## src/rtl/uart_tx_fifo.sv

```systemverilog
// Single-clock UART transmitter with integrated baud divider, configurable frame format
// and a small TX FIFO; frames are sent back-to-back while the FIFO holds data.
module uart_tx_fifo #(
    parameter int CLK_HZ     = 12_000_000,
    parameter int BAUD       = 115_200,
    parameter int DATA_BITS  = 8,
    parameter int PARITY     = 0,
    parameter int STOP_BITS  = 1,
    parameter int FIFO_DEPTH = 4
) (
    input  logic                          clk,
    input  logic                          rst_n,
    input  logic                          in_valid,
    input  logic [7:0]                    in_data,
    output logic                          in_ready,
    output logic                          uart_tx,
    output logic                          busy,
    output logic [$clog2(FIFO_DEPTH):0]   fifo_level
);

    localparam int DIV   = CLK_HZ / BAUD;
    localparam int CNT_W = $clog2(DIV);
    localparam int AW    = $clog2(FIFO_DEPTH);

    localparam logic [CNT_W-1:0] CNT_LAST   = CNT_W'(DIV - 1);
    localparam logic [2:0]       DATA_LAST  = 3'(DATA_BITS - 1);
    localparam logic [2:0]       STOP_LAST  = 3'(STOP_BITS - 1);
    localparam logic [7:0]       DATA_MASK  = 8'((1 << DATA_BITS) - 1);
    localparam logic [AW:0]      FULL_LEVEL = (AW + 1)'(FIFO_DEPTH);

    typedef enum logic [2:0] {
        S_IDLE,
        S_START,
        S_DATA,
        S_PARITY,
        S_STOP
    } state_e;

    state_e           state_q, state_d;
    logic [CNT_W-1:0] cnt_q, cnt_d;
    logic [2:0]       idx_q, idx_d;
    logic [7:0]       shift_q, shift_d;
    logic             parity_q, parity_d;
    logic             uart_tx_q, uart_tx_d;
    logic             busy_q, busy_d;

    logic [7:0]       fifo_mem_q [FIFO_DEPTH];
    logic [AW-1:0]    wr_ptr_q, rd_ptr_q;
    logic [AW:0]      count_q;
    logic             push, pop, fifo_empty, tick;
    logic [7:0]       head_data;
    logic             head_parity;

    assign in_ready    = (count_q != FULL_LEVEL);
    assign push        = in_valid && in_ready;
    assign fifo_empty  = (count_q == '0);
    assign head_data   = fifo_mem_q[rd_ptr_q] & DATA_MASK;
    assign head_parity = (PARITY == 1) ? ~^head_data : ^head_data;
    assign tick        = (state_q != S_IDLE) && (cnt_q == CNT_LAST);

    // NOTE: the storage array has no reset; pointers and count alone define which entries are valid.
    always_ff @(posedge clk) begin
        if (push) begin
            fifo_mem_q[wr_ptr_q] <= in_data;
        end
    end

    // NOTE: sequential state is updated with non-blocking assignments only, so every process sees pre-edge values.
    always_ff @(posedge clk) begin
        if (!rst_n) begin
            wr_ptr_q <= '0;
            rd_ptr_q <= '0;
            count_q  <= '0;
        end else begin
            if (push) wr_ptr_q <= wr_ptr_q + AW'(1);
            if (pop)  rd_ptr_q <= rd_ptr_q + AW'(1);
            case ({push, pop})
                2'b10:   count_q <= count_q + (AW + 1)'(1);
                2'b01:   count_q <= count_q - (AW + 1)'(1);
                default: count_q <= count_q;
            endcase
        end
    end

    always_ff @(posedge clk) begin
        if (!rst_n) begin
            state_q   <= S_IDLE;
            cnt_q     <= '0;
            idx_q     <= '0;
            shift_q   <= '0;
            parity_q  <= 1'b0;
            uart_tx_q <= 1'b1;
            busy_q    <= 1'b0;
        end else begin
            state_q   <= state_d;
            cnt_q     <= cnt_d;
            idx_q     <= idx_d;
            shift_q   <= shift_d;
            parity_q  <= parity_d;
            uart_tx_q <= uart_tx_d;
            busy_q    <= busy_d;
        end
    end

    // NOTE: every signal driven here gets a default first, so no latch can be inferred.
    always_comb begin
        state_d  = state_q;
        idx_d    = idx_q;
        shift_d  = shift_q;
        parity_d = parity_q;
        pop      = 1'b0;
        cnt_d    = '0;
        if (state_q != S_IDLE && !tick) begin
            cnt_d = cnt_q + CNT_W'(1);
        end

        case (state_q)
            S_IDLE: begin
                if (!fifo_empty) begin
                    pop      = 1'b1;
                    shift_d  = head_data;
                    parity_d = head_parity;
                    state_d  = S_START;
                end
            end
            S_START: begin
                if (tick) begin
                    idx_d   = '0;
                    state_d = S_DATA;
                end
            end
            S_DATA: begin
                if (tick) begin
                    shift_d = shift_q >> 1;
                    if (idx_q == DATA_LAST) begin
                        idx_d   = '0;
                        state_d = (PARITY != 0) ? S_PARITY : S_STOP;
                    end else begin
                        idx_d = idx_q + 3'd1;
                    end
                end
            end
            S_PARITY: begin
                if (tick) begin
                    idx_d   = '0;
                    state_d = S_STOP;
                end
            end
            S_STOP: begin
                if (tick) begin
                    if (idx_q == STOP_LAST) begin
                        idx_d = '0;
                        // Chain straight into the next frame so the line never idles between queued bytes.
                        if (!fifo_empty) begin
                            pop      = 1'b1;
                            shift_d  = head_data;
                            parity_d = head_parity;
                            state_d  = S_START;
                        end else begin
                            state_d = S_IDLE;
                        end
                    end else begin
                        idx_d = idx_q + 3'd1;
                    end
                end
            end
            default: state_d = S_IDLE;
        endcase
    end

    always_comb begin
        uart_tx_d = 1'b1;
        case (state_q)
            S_START:  uart_tx_d = 1'b0;
            S_DATA:   uart_tx_d = shift_q[0];
            S_PARITY: uart_tx_d = parity_q;
            default:  uart_tx_d = 1'b1;
        endcase
        busy_d = (state_d != S_IDLE);
    end

    assign uart_tx    = uart_tx_q;
    assign busy       = busy_q;
    assign fifo_level = count_q;

endmodule

```

## config.mk

```make
export PLATFORM = sky130hd
export DESIGN_NAME = uart_tx_fifo
export DESIGN_NICKNAME = d
export VERILOG_FILES = /design/src/rtl/uart_tx_fifo.sv
export SDC_FILE = /design/constraint.sdc
export NUM_CORES = 1
export LEC_CHECK = 0
export BUFFER_PORTS_ARGS = -buffer_cell sky130_fd_sc_hd__buf_2
export CORE_ASPECT_RATIO = 1.4
export CORE_MARGIN = 4
export CORE_UTILIZATION = 54
export CTS_CLUSTER_SIZE = 24
export DETAILED_ROUTE_END_ITERATION = 7
export PLACE_DENSITY = 0.75
export SETUP_SLACK_MARGIN = 0.5
export SYNTH_ARGS = -nofsm -noshare
export SYNTH_HDL_FRONTEND = slang
export SYNTH_SLANG_ARGS = --single-unit
```

## constraint.sdc

```tcl
create_clock -name clk -period 2.5 [get_ports clk]
set_input_delay 0.125 -clock clk [delete_from_list [all_inputs] [get_ports clk]]
set_output_delay 0.125 -clock clk [all_outputs]
set_load 0.02 [all_outputs]
```

# ---- Yosys cells after proc, flatten, opt, wreduce, memory -nomap -nowiden
# Memory sizes are Yosys's and may differ from the RTL's. A register that Yosys moved wholly into a read port is not among the register bits.
# Cells that the tools add are included.
dict set report classes {
  mux 34
  add_sub_neg 6
  n_reduce_logical 19
  eq_ne 13
}
# operator n
set op_table {}
lappend op_table {{$mux 3} 12}
lappend op_table {{$mux 8} 4}
lappend op_table {{$pmux 8 s3} 1}
lappend op_table {{$pmux 3 s5} 1}
lappend op_table {{$reduce_bool 3->1} 4}
lappend op_table {{$logic_not 3->1} 3}
lappend op_table {{$mux 1} 9}
lappend op_table {{$pmux 3 s3} 1}
lappend op_table {{$reduce_and 4->1} 2}
lappend op_table {{$reduce_xor 8->1} 1}
lappend op_table {{$add 7x1->7 const B} 1}
lappend op_table {{$eq 7x7->1 const B} 1}
lappend op_table {{$add 3x1->3 const B} 2}
lappend op_table {{$eq 3x2->1 const B} 2}
lappend op_table {{$eq 3x3->1 const B} 2}
lappend op_table {{$ne 2x2->1 const B} 3}
lappend op_table {{$pmux 3 s2} 1}
lappend op_table {{$add 2x1->2 const B} 2}
lappend op_table {{$mux 2} 2}
lappend op_table {{$pmux 1 s2} 2}
lappend op_table {{$reduce_bool 2->1} 2}
lappend op_table {{$eq 3x1->1 const B} 1}
lappend op_table {{$logic_and 1x1->1} 3}
lappend op_table {{$ne 3x3->1 const B} 1}
lappend op_table {{9 further kinds} 9}
dict set report word_totals {
  ram_bits 32
  out_inout_bits 6
  reg_bits 31
  inputBits 11
  memories 1
  wordCells 83
}
# memory depth width rd rd_clocked_by_memory_dff wr line
set memory_table {}
lappend memory_table {fifo_mem_q 4 8 1 1 1 47} ;# logic [7:0] fifo_mem_q [FIFO_DEPTH];

# ---- Logic depth before layout (Yosys ltp)
# Gate-level depths: netlist of the first run.
dict set report logic_depth {
  word_depth 7
  mapped_depth 11
  mapped_depth_nobuf 11
}

# ---- Least setup slack after synthesis of the first run
# OpenSTA, ideal clock, no wires.
dict set report synth_timing {
  path_type {flip-flop to flip-flop}
  startpoint {register cnt_q[0]}
  endpoint {register count_q[2] (netlist: fifo_level[2])}
  setup_slack_ps 13
  synth_period_minus_slack_ps 2487
  arrival_ps 2411
  setup_ps 76
  stages_incl_launch_ff 12
  n_path_buf 1
  required_time_ps 2424
  cell_sequence {dfxtp_1 ha_1 and3_1 clkbuf_1 nand3_1 a21oi_2 ha_1 inv_1 fa_1 xor2_1 or3_1 a21boi_0}
}
dict set report synth_via {
  elab_chain_len 6
  elab_cells_between_ends 8
  cone_classes {3 x eq/ne; 3 x mux; 2 x reduce/logical}
}
# element line
set synth_rtl {}
lappend synth_rtl {{from (decl)} 40} ;# logic [CNT_W-1:0] cnt_q, cnt_d;
lappend synth_rtl {{from (signal assigned)} 96} ;# cnt_q <= cnt_d;
lappend synth_rtl {{$eq 7x7->1 (*)} 59} ;# assign tick = (state_q != S_IDLE) && (cnt_q == CNT_LAST);
lappend synth_rtl {{$logic_and 1x1->1 (*)} 59}
lappend synth_rtl {{$mux 1 (*)} 150} ;# if (tick) begin
lappend synth_rtl {{$pmux 1 s2 (*)} 117} ;# case (state_q)
lappend synth_rtl {{$eq 2x1->1 or $eq 2x2->1 (tied branches)} 77} ;# case ({push, pop})
lappend synth_rtl {{$pmux 3 s2 or $reduce_bool 2->1 (tied branches)} n/a}
lappend synth_rtl {{to (signal assigned)} 78} ;# 2'b10: count_q <= count_q + (AW + 1)'(1);
lappend synth_rtl {{to (signal assigned)} 79} ;# 2'b01: count_q <= count_q - (AW + 1)'(1);
lappend synth_rtl {{to (signal assigned)} 80} ;# default: count_q <= count_q;
lappend synth_rtl {{to (decl)} 49} ;# logic [AW:0] count_q;
# Every way passes the cells marked *; elsewhere a longest branch is shown, timed or not.
# A chain may end at the register's enable or synchronous reset.

# ---- Worst setup path after layout of the first run
dict set report layout_timing {
  startpoint {register idx_q[0]}
  endpoint {register count_q[2] (netlist: fifo_level[2])}
}
dict set report layout_via {
  elab_chain_len 6
  elab_cells_between_ends 8
  cone_classes {2 x eq/ne; 4 x mux; 2 x reduce/logical}
}
# element line
set layout_rtl {}
lappend layout_rtl {{from (decl)} 41} ;# logic [2:0] idx_q, idx_d;
lappend layout_rtl {{from (signal assigned)} 97} ;# idx_q <= idx_d;
lappend layout_rtl {{$logic_not 3->1 (*)} 151} ;# if (idx_q == STOP_LAST) begin
lappend layout_rtl {{$mux 1 (*)} 151}
lappend layout_rtl {{$mux 1 (*)} 150}
lappend layout_rtl {{$pmux 1 s2 (*)} 117}
lappend layout_rtl {{$eq 2x1->1 or $eq 2x2->1 (tied branches)} 77}
lappend layout_rtl {{$pmux 3 s2 or $reduce_bool 2->1 (tied branches)} n/a}
# Marks and branches as above.

==> results by group, run 1 <==
Synthesis
  • Library cells used by synthesis: 39
  • Area leader, netlist: edfxtp_1
  • Mean Syn Cell Area: 12.3 µm²
  • Synth area leaders: edfxtp_1 33%, dfxtp_1 23%, mux4_2 6.2%
  • Mapped Area: 0.00289 mm²
  • Post-synth EDFFs: 32
  • Ys async rst share: 0%
  • Top FF cell, synth: dfxtp_1
  • Flops & latches, synth: 65
  • Syn. warnings: 0
  • Mapped Cells: 235
  • Top cell type's share of synthesized area: 33.2%
  • Net Count, Synth: 256
  • Register area share after synthesis: 56.1%

Timing
  • Worst-margin pin slew: 0.613 ns
  • Clock skew: 0.0108 ns
  • Tcrit/Tclk final: 84.7%
  • Final setup fails: 0
  • Slew margin rel.: 59.1%
  • RSZ-0062 raised after global routing: true
  • Fmax: 0.473 GHz
  • Setup TNS: 0 ns
  • Final min period: 2.12 ns
  • Final hold vios: 0
  • Max-slew violation count: 0

CTS
  • CTS Buffer Depth: 2
  • Clock sink count: 65
  • Worst skew pair latency: 0.35 ns
  • CTS H-tree lvls: 3
  • Clock buffer count from CTS: 9
  • Clock Pin Slew Worst Setup and Hold Paths: 0.08 ns
  • CTS tree: built
  • Root Buffer: clkbuf_8

Routing
  • DRT antenna net count: 0
  • Drt first pass iters: 4
  • DR vias/cell: 5.36
  • Initial drt markers: 146
  • Routed wire per std cell: 15.6 µm
  • DRC: 0
  • Vias: 1854
  • Routed WL: 5400 µm

Layout
  • Share of cells above drive strength 1: 28.2%
  • Inserted Diodes: 0
  • Most frequent cells in the layout: 32 x edfxtp_1, 28 x dfxtp_1, 16 x nand2_1, 16 x buf_2, 14 x buf_4
  • Fin nets: 296
  • Syn-to-layout area delta: 19.7%
  • Seq. cell area: 0.00163 mm²
  • Commonest non-fill, non-tap cell in the layout: edfxtp_1
  • Final Non-Filler Cells: 346
  • Multi-input logic area: 0.00127 mm²
  • Post-route cell area: 0.00346 mm²
  • Filler Cell Count: 404

Critical path
  • Crit end category: flop
  • CP peak stage delay: 0.33 ns
  • R2R Setup Slk: 0.38 ns
  • Peak fanout along the critical path: 2
  • Setup crit end: fifo_level[2]
  • RR Startpoint: idx_q[0]
  • WS Path Type: reg2reg
  • Critical R2R Capture: fifo_level[2]
  • Critical Path RT: 2.79 ns
  • Worst R2R Path Depth: 11
  • Startpoint Class: flop
  • Crit path DAT: 2.40 ns
  • Critical Path, Cell by Cell: inv_2 > ha_4 > nor2b_4 > nand3_4 > a21oi_4 > ha_4 > inv_2 > fa_2 > xor2_1 > or3_1 > a21boi_1
  • Critical path's slowest cell: dfxtp_2
  • CP startpoint: idx_q[0]

Floorplanning
  • Ports: 17
  • Die span in y: 94.6 µm
  • Die width: 69.8 µm
  • Initial Utilization: 55.6%
  • Row count: 31
  • Core area: 0.00520 mm²
  • Die ar.: 0.00661 mm²

Place
  • Placer Congestion: 0.794
  • PortBufs: 16
  • # placed instances: 312
  • Detailed-placement wirelength estimate: 3390 µm
  • Area after DPL: 0.00307 mm²

Global routing
  • Largest net degree at the start of global routing: 26
  • First-pass GRT wire length: 9240 µm
  • Gr ovfl total: 0
  • GRT Total Usage: 18.3%
  • Number of global-route vias before repair: 1934
  • Initial antenna violation count: 0

Power
  • LEAKAGE: 1.33 nW
  • Peak VDD IR: 0.000586 V
  • Power Density: 932 mW/mm²

Flow run
  • Max Cap Viol: 0

Min path
  • Worst hold path class: in2reg

Status
  • Outcome: completed
-- routing by layer --
metal	GRT usage [%]	wire, µm
met1	20.1	2120
met2	32.7	2970
met3	3.51	142
met4	10.5	161
met5	0	0
-- flip-flops by register name (all words and copies together), names as in the netlist, named ones only --
name        count
busy            1
cnt_q           7
fifo_level      3
fifo_mem_q     32
idx_q           3
parity_q        1
rd_ptr_q        2
shift_q         8
state_q         3
uart_tx         1
wr_ptr_q        2
-- critical path: cells and delay by family, from the launching register on --
family                   cells  cell delay (ns)
AND/OR/NAND/NOR              3             0.56
XOR/XNOR                     1             0.15
flip-flops                   1             0.33
adder cells (fa/ha/maj)      3             0.62
AO/OA/AOI/OAI                2             0.28
buffers and inverters        2             0.10
-- cell usage after synthesis (all sizes together) (4+ instances only) --
| master | count |
|---|---|
| nor3b | 5 |
| inv | 11 |
| o211a | 7 |
| ha | 9 |
| o21ai | 5 |
| mux4 | 8 |
| nand3 | 7 |
| nor2 | 9 |
| nand2 | 17 |
| dfxtp | 33 |
| clkbuf | 5 |
| buf | 4 |
| xnor2 | 12 |
| and3 | 6 |
| a21oi | 7 |
| a31oi | 4 |
| xor2 | 4 |
| nor2b | 8 |
| mux2i | 10 |
| nor3 | 5 |
| edfxtp | 32 |
| and2 | 9 |
-- metrics by stage --
| stage | setup slack [ns] | hold slack, ns | utilization [%] | power [mW] |
|---|---|---|---|---|
| after floorplan | 0.284 | 0.224 | - | 2.18 |
| after global placement | 0.192 | 0.335 | 59.1 | 2.34 |
| after detailed placement | 0.138 | 0.342 | 59.1 | 2.36 |
| after CTS | 0.352 | 0.207 | 65.9 | 3.22 |
| after global routing | 0.282 | 0.236 | 66.6 | 3.43 |
| final | 0.384 | 0.219 | 66.6 | 3.23 |
-- power breakdown --
part | leakage (nW) | switching (mW) | internal (mW) | total [mW]
clock network | 0.0822 | 0.448 | 0.366 | 0.814
logic | 0.686 | 0.510 | 0.508 | 1.02
registers | 0.566 | 0.103 | 1.29 | 1.39
-- worst min path at each step --
| stage | to | start | depth (start not counted) | slack, ns |
|---|---|---|---|---|
| final | shift_q[5] | rst_n | 2 | 0.22 |
| after global routing | shift_q[6] | rst_n | 2 | 0.24 |
| after CTS | shift_q[1] | rst_n | 2 | 0.21 |
| after detailed placement | fifo_mem_q[2][7] | in_data[7] | 1 | 0.34 |
| after global placement | fifo_mem_q[1][5] | in_data[5] | 1 | 0.34 |
| after floorplan | fifo_mem_q[0][0] | in_data[0] | 0 | 0.22 |
-- cell type report --
class                   instances  area share [%]
multi-input cells             150            36.6
well taps                      66            2.39
flip-flops and latches         65            47.0
clock buffers                   9            3.58
repair buffers                 38            7.66
inverters                      11            1.19
clock inverters                 7            1.55
-- cells by family (layout without fill, tap and decap cells) --
kind of cell,Yosys count,count (layout),share of synthesized area [%]
mux,18,18,9.69
compound gates,30,30,7.53
fa+ha+maj,10,10,4.59
buf+inv,20,65,3.12
xor+xnor,16,16,4.85
simple gates,76,76,14.1
flops,65,65,56.1
-- what timing repair did --
action                                  4_1_cts  5_1_grt
endpoints found under the hold margin        32        0
gates cloned                                  0        0
buffers inserted                              6        4
pin swaps                                     6        5
endpoints found under the setup margin        2        2
gates resized for setup                      11        5
hold buffers                                  8        0
(Power assumes the default switching activity.)
==> inputs of run 2 (changes only) <==
==> constraint.sdc (replaced) <==
create_clock -name clk -period 1.9 [get_ports clk]
set_input_delay 0.095 -clock clk [delete_from_list [all_inputs] [get_ports clk]]
set_output_delay 0.095 -clock clk [all_outputs]
set_load 0.02 [all_outputs]
==> results by group, run 2 (synthesis results as in run 1) <==
Critical path
  • R2R Setup Slk: -0.24 ns (was 0.38 ns)
  • Crit path DAT: 2.42 ns (was 2.40 ns)
  • Worst R2R Path Depth: 11 (unchanged)
  • Critical Path, Cell by Cell: inv_2 > ha_4 > nor2b_4 > nand3_4 > a21oi_4 > ha_4 > inv_2 > fa_2 > xor2_1 > or3_1 > a21boi_1 (unchanged)
  • Startpoint Class: flop (unchanged)
  • Crit end category: flop (unchanged)
  • RR Startpoint: idx_q[0] (unchanged)
  • CP peak stage delay: 0.33 ns (about the same)
  • Peak fanout along the critical path: 2 (unchanged)
  • Critical Path RT: 2.18 ns (was 2.79 ns)
  • WP buf/inv: 2 (unchanged)
  • WS Path Type: reg2reg (unchanged)
  • Critical path's slowest cell: dfxtp_2 (unchanged)
  • Cell family with most CP delay: adder cells (unchanged)
  • Critical R2R Capture: fifo_level[2] (unchanged)

CTS
  • Clock Pin Slew Worst Setup and Hold Paths: 0.07 ns (was 0.08 ns)
  • CTS Buffer Depth: 2 (unchanged)
  • CTS tree: built (unchanged)
  • Root Buffer: clkbuf_8 (unchanged)
  • Clock buffer count from CTS: 9 (unchanged)
  • Clock sink count: 65 (unchanged)
  • CTS H-tree lvls: 3 (unchanged)
  • Worst skew pair latency: 0.34 ns (was 0.35 ns)

Min path
  • Min-delay src: rst_n (unchanged)
  • Hold EP: shift_q[3] (was shift_q[5])
  • Worst hold path class: in2reg (unchanged)
  • Hold depth: 2 (unchanged)

Floorplanning
  • Initial Utilization: 55.6% (unchanged)
  • Die span in y: 94.6 µm (unchanged)
  • Die width: 69.8 µm (unchanged)
  • Core area: 0.00520 mm² (unchanged)
  • Row count: 31 (unchanged)
  • Die ar.: 0.00661 mm² (unchanged)
  • Ports: 17 (unchanged)

Layout
  • Max reg flops: 32 (unchanged)
  • Most frequent cells in the layout: 39 x buf_4, 32 x edfxtp_1, 27 x dfxtp_1 (was 32 x edfxtp_1, 28 x dfxtp_1, 16 x nand2_1, 16 x buf_2, 14 x buf_4)
  • Share of cells above drive strength 1: 44.2% (was 28.2%)
  • Fin nets: 335 (was 296)
  • Filler Cell Count: 327 (was 404)
  • Multi-input logic area: 0.00144 mm² (was 0.00127 mm²)
  • Commonest non-fill, non-tap cell in the layout: buf_4 (was edfxtp_1)
  • Top reg by flops: fifo_mem_q (unchanged)
  • Largest registers: fifo_mem_q (32), shift_q (8), cnt_q (7) (unchanged)
  • Seq. cell area: 0.00163 mm² (about the same)
  • Inserted Diodes: 0 (unchanged)
  • Syn-to-layout area delta: 38.6% (was 19.7%)
  • Core Util, Final: 77.1% (was 66.6%)

Timing
  • Final setup fails: 2 (was 0)
  • RSZ-0062 raised after global routing: true (unchanged)
  • Final min period: 2.14 ns (was 2.12 ns)
  • Slew margin rel.: 72.2% (was 59.1%)
  • Fmax: 0.467 GHz (was 0.473 GHz)
  • Tcrit/Tclk final: 113% (was 84.7%)
  • Final hold slack: 0.203 ns (was 0.219 ns)
  • Worst-margin pin slew: 0.417 ns (was 0.613 ns)
  • Clock skew: 0.00772 ns (was 0.0108 ns)
  • Worst setup margin: -0.239 ns (was 0.384 ns)
  • Max-slew violation count: 0 (unchanged)
  • Final hold vios: 0 (unchanged)

Flow run
  • Max Cap Viol: 0 (unchanged)

Global routing
  • First-pass GRT wire length: 9860 µm (was 9240 µm)
  • Largest net degree at the start of global routing: 26 (unchanged)
  • Initial antenna violation count: 0 (unchanged)
  • Gr ovfl total: 0 (unchanged)
  • GRT Total Usage: 19.9% (was 18.3%)
  • Number of global-route vias before repair: 2189 (was 1934)

Routing
  • Routed wire per std cell: 15.8 µm (was 15.6 µm)
  • DRC: 0 (unchanged)
  • Routed WL: 6090 µm (was 5400 µm)
  • DR vias/cell: 5.32 (was 5.36)
  • Vias: 2050 (was 1854)
  • Drt first pass iters: 4 (unchanged)
  • DRT antenna net count: 0 (unchanged)
  • Initial drt markers: 70 (was 146)

Power
  • Logic pwr share: 37.5% (was 31.6%)
  • Clock power share: 23.9% (was 25.2%)
  • Switching Share: 31.4% (was 32.9%)
  • Internal: 3.28 mW (was 2.16 mW)
  • Power Density: 1190 mW/mm² (was 932 mW/mm²)
  • Peak VDD IR: 0.000867 V (was 0.000586 V)
  • Sw power: 1.50 mW (was 1.06 mW)
  • LEAKAGE: 1.60 nW (was 1.33 nW)
  • Sequential power share: 38.6% (was 43.2%)

Place
  • Detailed-placement wirelength estimate: 3660 µm (was 3390 µm)
  • Placer Congestion: 0.795 (was 0.794)
  • PortBufs: 16 (unchanged)

Status
  • Outcome: finished, violations left (was completed)
  • Failing checks: negative setup slack
run 2: changes by cell type in the layout (fill, tap and decap cells not counted), moves of 3 or more:
cell and change:
xnor2_1 -3, buf_4 +25, xnor2_2 +3, and3_2 +4
and3_1 -4, buf_6 +13
run 2: worst register-to-register path: cells and delay by family, from the launching register on:
family          cells  cell delay (ns)
fa+ha+maj           3             0.63
simple gates        3             0.57
flops               1             0.33
compound gates      2             0.29
xor+xnor            1             0.16
buf+inv             2             0.11
run 2: timing repair:
| item | in CTS | in global routing |
|---|---|---|
| gates resized for setup | 37 | 14 |
| pin swaps | 6 | 7 |
| endpoints found under the setup margin | 24 | 27 |
| hold endpoints to repair | 32 | 0 |
| hold buffers | 8 | 0 |
| cloned | 0 | 1 |
| buffers inserted | 14 | 6 |
run 2: routing by layer:
layer	vias to the layer above	global-route usage, %	part of all wire [%]
li1	995	-	-
met1	990	19.2	37
met2	44	37.1	56
met3	21	6.18	3.7
met4	0	11.5	3.7
met5	-	0	0
run 2: metrics by stage:
| step | TNS [ns] | power [mW] | area [µm²] | instances | setup slack, ns |
|---|---|---|---|---|---|
| 3_3_place_gp | -0.296 | 3.29 | 3340 | 340 | -0.219 |
| 3_5_place_dp | -0.390 | 3.34 | 3340 | 340 | -0.274 |
| 2_1_floorplan | -0.401 | 2.94 | 3000 | 235 | -0.267 |
| 4_1_cts | -0.266 | 4.63 | 3890 | 378 | -0.232 |
| 6_report | -0.293 | 4.78 | 4010 | 385 | -0.239 |
| 5_1_grt | -0.595 | 5.06 | 4010 | 385 | -0.313 |
run 2: final cells by class:
cell class | count | share of cell area, %
Clock buffer | 9 | 3.09
Sequential cell | 65 | 40.7
Clock inverter | 7 | 1.78
Inverter | 11 | 1.03
Tap cell | 66 | 2.06
Multi-Input combinational cell | 150 | 35.9
Timing Repair Buffer | 77 | 15.5
run 2: worst max path at each step:
stage / start / endpoint / slack [ns] / depth (start not counted)
6_report: idx_q[0] / fifo_level[2] / -0.24 / 11
5_1_grt: idx_q[0] / fifo_level[2] / -0.31 / 11
4_1_cts: cnt_q[1] / fifo_level[2] / -0.23 / 10
3_5_place_dp: idx_q[0] / fifo_level[2] / -0.27 / 11
3_3_place_gp: idx_q[0] / fifo_level[2] / -0.22 / 11
2_1_floorplan: cnt_q[0] / fifo_level[2] / -0.27 / 11
run 2: power by group through the flow:
stage	clock network (mW)	registers (mW)	logic, mW
after global routing	1.24	1.87	1.95
after CTS	1.16	1.84	1.63
final	1.14	1.84	1.79
after floorplan	0	1.84	1.10
after detailed placement	0	1.87	1.47
after global placement	0	1.86	1.43
